--- src/rtl/piso_serial_tx_if.sv ---
// Upstream word handshake for the framed serial transmitter.
// master = word producer, slave = transmitter.
interface piso_serial_tx_if #(
   parameter int WIDTH = 8
);
   logic [WIDTH-1:0] data_in;
   logic             load_valid;
   logic             load_ready;

   modport master (
      output data_in,
      output load_valid,
      input  load_ready
   );

   modport slave (
      input  data_in,
      input  load_valid,
      output load_ready
   );
endinterface

--- src/rtl/piso_serial_tx.sv ---
// Parallel-in/serial-out framed transmitter: start, LSB-first data,
// optional even parity, stop. Every output comes straight from a flop.
module piso_serial_tx #(
   parameter int WIDTH      = 8,
   parameter int BIT_CYCLES = 4,
   parameter int PARITY_EN  = 0
) (
   input  logic              clock,
   input  logic              reset_n,
   piso_serial_tx_if.slave   up,
   output logic              serial_out,
   output logic              frame_active,
   output logic              done
);

   typedef enum logic [2:0] {
      IDLE,
      START,
      DATA,
      PARITY,
      STOP
   } state_t;

   localparam int CW = (BIT_CYCLES > 1) ? $clog2(BIT_CYCLES) : 1;
   localparam int BW = $clog2(WIDTH + 1);

   localparam logic [CW-1:0] CYC_LAST = CW'(BIT_CYCLES - 1);
   localparam logic [CW-1:0] CYC_ONE  = CW'(1);
   localparam logic [BW-1:0] BIT_LAST = BW'(WIDTH - 1);
   localparam logic [BW-1:0] BIT_ONE  = BW'(1);

   state_t           state_q, state_d;
   logic [WIDTH-1:0] shreg_q, shreg_d;
   logic             par_q, par_d;
   logic [BW-1:0]    bit_cnt_q, bit_cnt_d;
   logic [CW-1:0]    cyc_q, cyc_d;
   logic             ser_q, ser_d;
   logic             done_q, done_d;
   logic             fa_q, fa_d;
   logic             rdy_q, rdy_d;
   logic             bit_end;

   // Frame sequencing: bit timing, data shifting and state advance.
   always_comb begin
      state_d   = state_q;
      shreg_d   = shreg_q;
      par_d     = par_q;
      bit_cnt_d = bit_cnt_q;
      done_d    = 1'b0;
      bit_end   = (cyc_q == CYC_LAST);
      if (state_q == IDLE || bit_end) begin
         cyc_d = '0;
      end else begin
         cyc_d = cyc_q + CYC_ONE;
      end
      unique case (state_q)
         IDLE: begin
            if (up.load_valid) begin
               shreg_d   = up.data_in;
               par_d     = ^up.data_in;
               bit_cnt_d = '0;
               state_d   = START;
            end
         end
         START: begin
            if (bit_end) begin
               state_d = DATA;
            end
         end
         DATA: begin
            if (bit_end) begin
               shreg_d = shreg_q >> 1;
               if (bit_cnt_q == BIT_LAST) begin
                  bit_cnt_d = '0;
                  state_d   = (PARITY_EN != 0) ? PARITY : STOP;
               end else begin
                  bit_cnt_d = bit_cnt_q + BIT_ONE;
               end
            end
         end
         PARITY: begin
            if (bit_end) begin
               state_d = STOP;
            end
         end
         STOP: begin
            if (bit_end) begin
               state_d = IDLE;
               done_d  = 1'b1;
            end
         end
         default: begin
            state_d = IDLE;
         end
      endcase
   end

   // Output decode from the next state so the flops hold glitch-free levels.
   always_comb begin
      ser_d = 1'b1;
      fa_d  = (state_d != IDLE);
      rdy_d = (state_d == IDLE);
      unique case (state_d)
         START:   ser_d = 1'b0;
         DATA:    ser_d = shreg_d[0];
         PARITY:  ser_d = par_d;
         default: ser_d = 1'b1;
      endcase
   end

   // State and datapath registers; reset abandons any frame in flight.
   always_ff @(posedge clock or negedge reset_n) begin
      if (!reset_n) begin
         state_q   <= IDLE;
         shreg_q   <= '0;
         par_q     <= 1'b0;
         bit_cnt_q <= '0;
         cyc_q     <= '0;
         ser_q     <= 1'b1;
         done_q    <= 1'b0;
         fa_q      <= 1'b0;
         rdy_q     <= 1'b1;
      end else begin
         state_q   <= state_d;
         shreg_q   <= shreg_d;
         par_q     <= par_d;
         bit_cnt_q <= bit_cnt_d;
         cyc_q     <= cyc_d;
         ser_q     <= ser_d;
         done_q    <= done_d;
         fa_q      <= fa_d;
         rdy_q     <= rdy_d;
      end
   end

   assign serial_out    = ser_q;
   assign frame_active  = fa_q;
   assign done          = done_q;
   assign up.load_ready = rdy_q;

endmodule

--- src/flat_wrapper.sv ---
// flat-port wrapper written by rule: the top's interface ports become plain ports
module piso_serial_tx_flat 
#(
   parameter int WIDTH      = 8,
   parameter int BIT_CYCLES = 4,
   parameter int PARITY_EN  = 0
)
  (clock, reset_n, serial_out, frame_active, done, up_data_in, up_load_valid, up_load_ready);
  piso_serial_tx_if #(.WIDTH(WIDTH)) up_i ();
  input  logic clock;
  input  logic reset_n;
  output logic serial_out;
  output logic frame_active;
  output logic done;
  input wire logic [$bits(up_i.data_in)-1:0] up_data_in;
  input wire logic [$bits(up_i.load_valid)-1:0] up_load_valid;
  output wire logic [$bits(up_i.load_ready)-1:0] up_load_ready;
  assign up_i.data_in = up_data_in;
  assign up_i.load_valid = up_load_valid;
  assign up_load_ready = up_i.load_ready;
  piso_serial_tx #(.WIDTH(WIDTH), .BIT_CYCLES(BIT_CYCLES), .PARITY_EN(PARITY_EN)) u_core (.clock(clock), .reset_n(reset_n), .up(up_i), .serial_out(serial_out), .frame_active(frame_active), .done(done));
endmodule
--- config.mk ---
export PLATFORM = sky130hd
export DESIGN_NAME = piso_serial_tx_flat
export DESIGN_NICKNAME = d
export VERILOG_FILES = /design/src/rtl/piso_serial_tx_if.sv /design/src/rtl/piso_serial_tx.sv /design/src/flat_wrapper.sv
export SDC_FILE = /design/constraint.sdc
export NUM_CORES = 1
export LEC_CHECK = 0
export BUFFER_PORTS_ARGS = -buffer_cell sky130_fd_sc_hd__buf_2
export CORE_AREA = 2 2 50 52
export CTS_CLUSTER_SIZE = 40
export DETAILED_ROUTE_END_ITERATION = 12
export DIE_AREA = 0 0 52 54
export PLACE_DENSITY_LB_ADDON = 0.12
export SETUP_SLACK_MARGIN = 0.4
export SYNTH_ARGS = -nofsm -noshare
export SYNTH_HDL_FRONTEND = slang
export SYNTH_SLANG_ARGS = --single-unit
--- constraint.sdc ---
create_clock -name clock -period 1.5 [get_ports clock]
set_input_delay 0.3 -clock clock [delete_from_list [all_inputs] [get_ports clock]]
set_output_delay 0.3 -clock clock [all_outputs]
set_load 0.03 [all_outputs]
==> impl_metrics.json <==
{
  "power_frac_seq_pct": 32.2,
  "syn_area_mm2": 0.00108,
  "die_area_mm2": 0.00281,
  "worstMarginPinSlew_ns": 0.487,
  "drive_gt1_share_pct": 56.8,
  "ys_warn_count": 0,
  "area_delta_synth_final_pct": 49.0,
  "crit_start": "u_core.cyc_q[0]",
  "ant_nets": 0,
  "worstRegToRegCells": 5,
  "vias": 888,
  "final_cell_area_mm2": 0.00161,
  "clkLatencyLatePin_ns": 0.31,
  "start_kind": "flip-flop",
  "io_pins": 15,
  "required_ns": 1.74,
  "ys_ff_latch": 22,
  "syn_inst": 100,
  "synth_nets": 113,
  "cts_buffers": 3,
  "wl_per_cell_um": 14.3,
  "fin_ws_ns": -0.0381,
  "worstPathMaxFanout": 5,
  "row_count": 18,
  "ys_top_cells_by_count": "dfrtp_1 (20), nand2_1 (17), xnor2_1 (7)",
  "drt_pass1_iterations": 4,
  "crit_arrival_ns": 1.78,
  "clockBufferDepth": 2,
  "start_util_pct": 46.6,
  "grt_util_met2_pct": 27.2,
  "avgSynthCellArea_um2": 10.8,
  "via_per_inst": 5.25,
  "hold_viol_final": 0,
  "hold_ws_ns": 0.237,
  "place_area_mm2": 0.00132,
  "cts_tree": "yes",
  "setup_viol": 1,
  "violations": "negative setup slack",
  "first_global_vias": 763,
  "maxCapViolCount": 0,
  "fmax_ghz": 0.650,
  "grt-ovfl-total": 0,
  "antennaDiodeCount": 0,
  "hpwlAfterDp_mm": 1.58,
  "grt_start_max_net_pins": 23,
  "met1_usage_pct": 25.8,
  "crit_path_end_kind": "flip-flop",
  "synth_top_area_cell": "dfrtp_1",
  "synth.most_common_cell": "dfrtp_1",
  "clockPowerShare_pct": 8.1,
  "drtIter0Drc": 7,
  "io_buffer_count": 14,
  "period_share_pct": 103,
  "ys.flop_type": "dfrtp_1",
  "grt_use_total_pct": 18.1,
  "synthArstFlopShare_pct": 100,
  "rsz0062_at_grt": "yes",
  "seq_area_frac_synth_pct": 51.2,
  "htree_levels": 1,
  "yosysUniqueCellTypes": 36,
  "synth_top_area_share_pct": 46.3,
  "p_int_mw": 2.10,
  "r2r_start": "u_core.cyc_q[0]",
  "p_switching_mw": 1.30,
  "min_path_type": "primary input to flip-flop",
  "r2r_slack_ns": -0.04,
  "nets": 153,
  "grt_pass1_wl_mm": 3.64,
  "final_util_pct": 69.4,
  "grt.busiest_layer": "met2",
  "slew_viol_final": 0,
  "drc": 0,
  "skew_ns": 0.00448,
  "cts_sinks": 22,
  "synth_area_leaders": "dfrtp_1 (46%), nand2_1 (5.9%), xnor2_1 (5.7%), dfstp_2 (4.9%), a22oi_1 (4.2%)",
  "slew_headroom_pct": 67.6,
  "comb_power_share_pct": 59.7,
  "die_x_um": 52,
  "tns_ns": -0.0381,
  "routabilityCongestion": 0.827,
  "status": "finished, violations left",
  "dieHeight_um": 54,
  "critPathKind": "flip-flop to flip-flop",
  "endpoint": "u_core.serial_out",
  "fin_crit_ns": 1.54,
  "cts.clk_slew.worst_paths_ns": 0.12,
  "preCtsSetupSlack_ns": -0.112,
  "swShare_pct": 38.2,
  "core_mm2": 0.00232,
  "peakVddDrop_mv": 1.56,
  "antenna_found_initial": 0,
  "n_fill_cell": 177,
  "postRouteWirelength_mm": 2.41,
  "use_met3_pct": 5.83,
  "reg2reg_to": "u_core.serial_out",
  "leakagePower_nw": 0.731,
  "cts-root-buf": "clkbuf_4",
  "synth_edf_count": 0,
  "p_per_area_mw_per_mm2": 2110
}
## worst max-delay path, cell delays in order (launching register included)
cell and delay [ns]:
dfrtp_1 0.42, ha_4 0.18, or4bb_4 0.54, o221ai_4 0.10, o21a_1 0.18, o21ai_2 0.05
## cell type report
type,instances,area (µm²),share of cell area [%]
well taps,30,37.5,2.33
repair buffers,41,345,21.4
flip-flops and latches,22,557,34.6
multi-input cells,71,641,39.8
inverters,1,3.75,0.233
clock buffers,4,26.3,1.63
## flip-flops by register name, indices dropped and copies added (netlist names)
signal,flops
u_core.shreg_q,8
u_core.bit_cnt_q,4
u_core.state_q,3
u_core.cyc_q,2
u_core.done,1
u_core.frame_active,1
u_core.par_q,1
u_core.serial_out,1
u_core.up.load_ready,1
## worst min path at each step
stage	start	end	slack (ns)	cells after the start
floorplan	reset_n	u_core.bit_cnt_q[0]	0.004	0
global placement	reset_n	u_core.done	0.29	1
detailed placement	reset_n	u_core.state_q[2]	0.29	1
CTS	up_data_in[7]	u_core.shreg_q[7]	0.23	2
global route	up_data_in[7]	u_core.shreg_q[7]	0.23	2
finish	up_data_in[7]	u_core.shreg_q[7]	0.24	2
## cells in the final DEF, fill, tap and decap left out, types with 2 or more instances in the layout
master    count
buf_4        20
dfrtp_1      17
buf_2        10
nand2_2       8
buf_6         8
xnor2_1       7
nor2_1        5
nand2_1       5
a22oi_1       5
o21ai_2       4
nand2_4       4
nor3_1        3
clkbuf_4      3
dfrtp_2       3
dfstp_2       2
## power by group through the flow
stage / Clock (mW) / Sequential [mW] / Combinational, mW
finish: 0.277 / 1.09 / 2.03
global route: 0.305 / 1.12 / 2.22
CTS: 0.290 / 1.05 / 1.56
detailed placement: 0 / 1.02 / 1.43
global placement: 0 / 1.02 / 1.40
floorplan: 0 / 1.06 / 0.918
## what timing repair did
action                     in CTS  in global routing
setup endpoints to repair      25                 25
hold endpoints to repair       20                  0
setup buffers                   2                  5
cloned                          0                  1
pin swaps                       3                  4
hold buffers                    1                  0
resized for setup              13                 34
## metrics by stage
step                std cells  power, mW
global placement          156       2.42
global route              169       3.65
detailed placement        156       2.45
CTS                       163       2.90
finish                    169       3.40
floorplan                 100       1.97
## cell families after synthesis
group,synth area share (%)
adder cells (fa/ha/maj),2.31
AO/OA/AOI/OAI,15.5
AND/OR/NAND/NOR,21.2
buffers and inverters,3.12
multiplexers,1.04
XOR/XNOR,5.67
flip-flops,51.2
## routing by layer
layer  vias to the layer above  wire length, µm  part of all wire, %
met3                         0               91                  3.8
met5                         -                0                    0
met1                       432             1130                   47
li1                        440                -                    -
met2                        16             1190                   49
met4                         0                0                    0
Power figures use the tool's default switching activity.
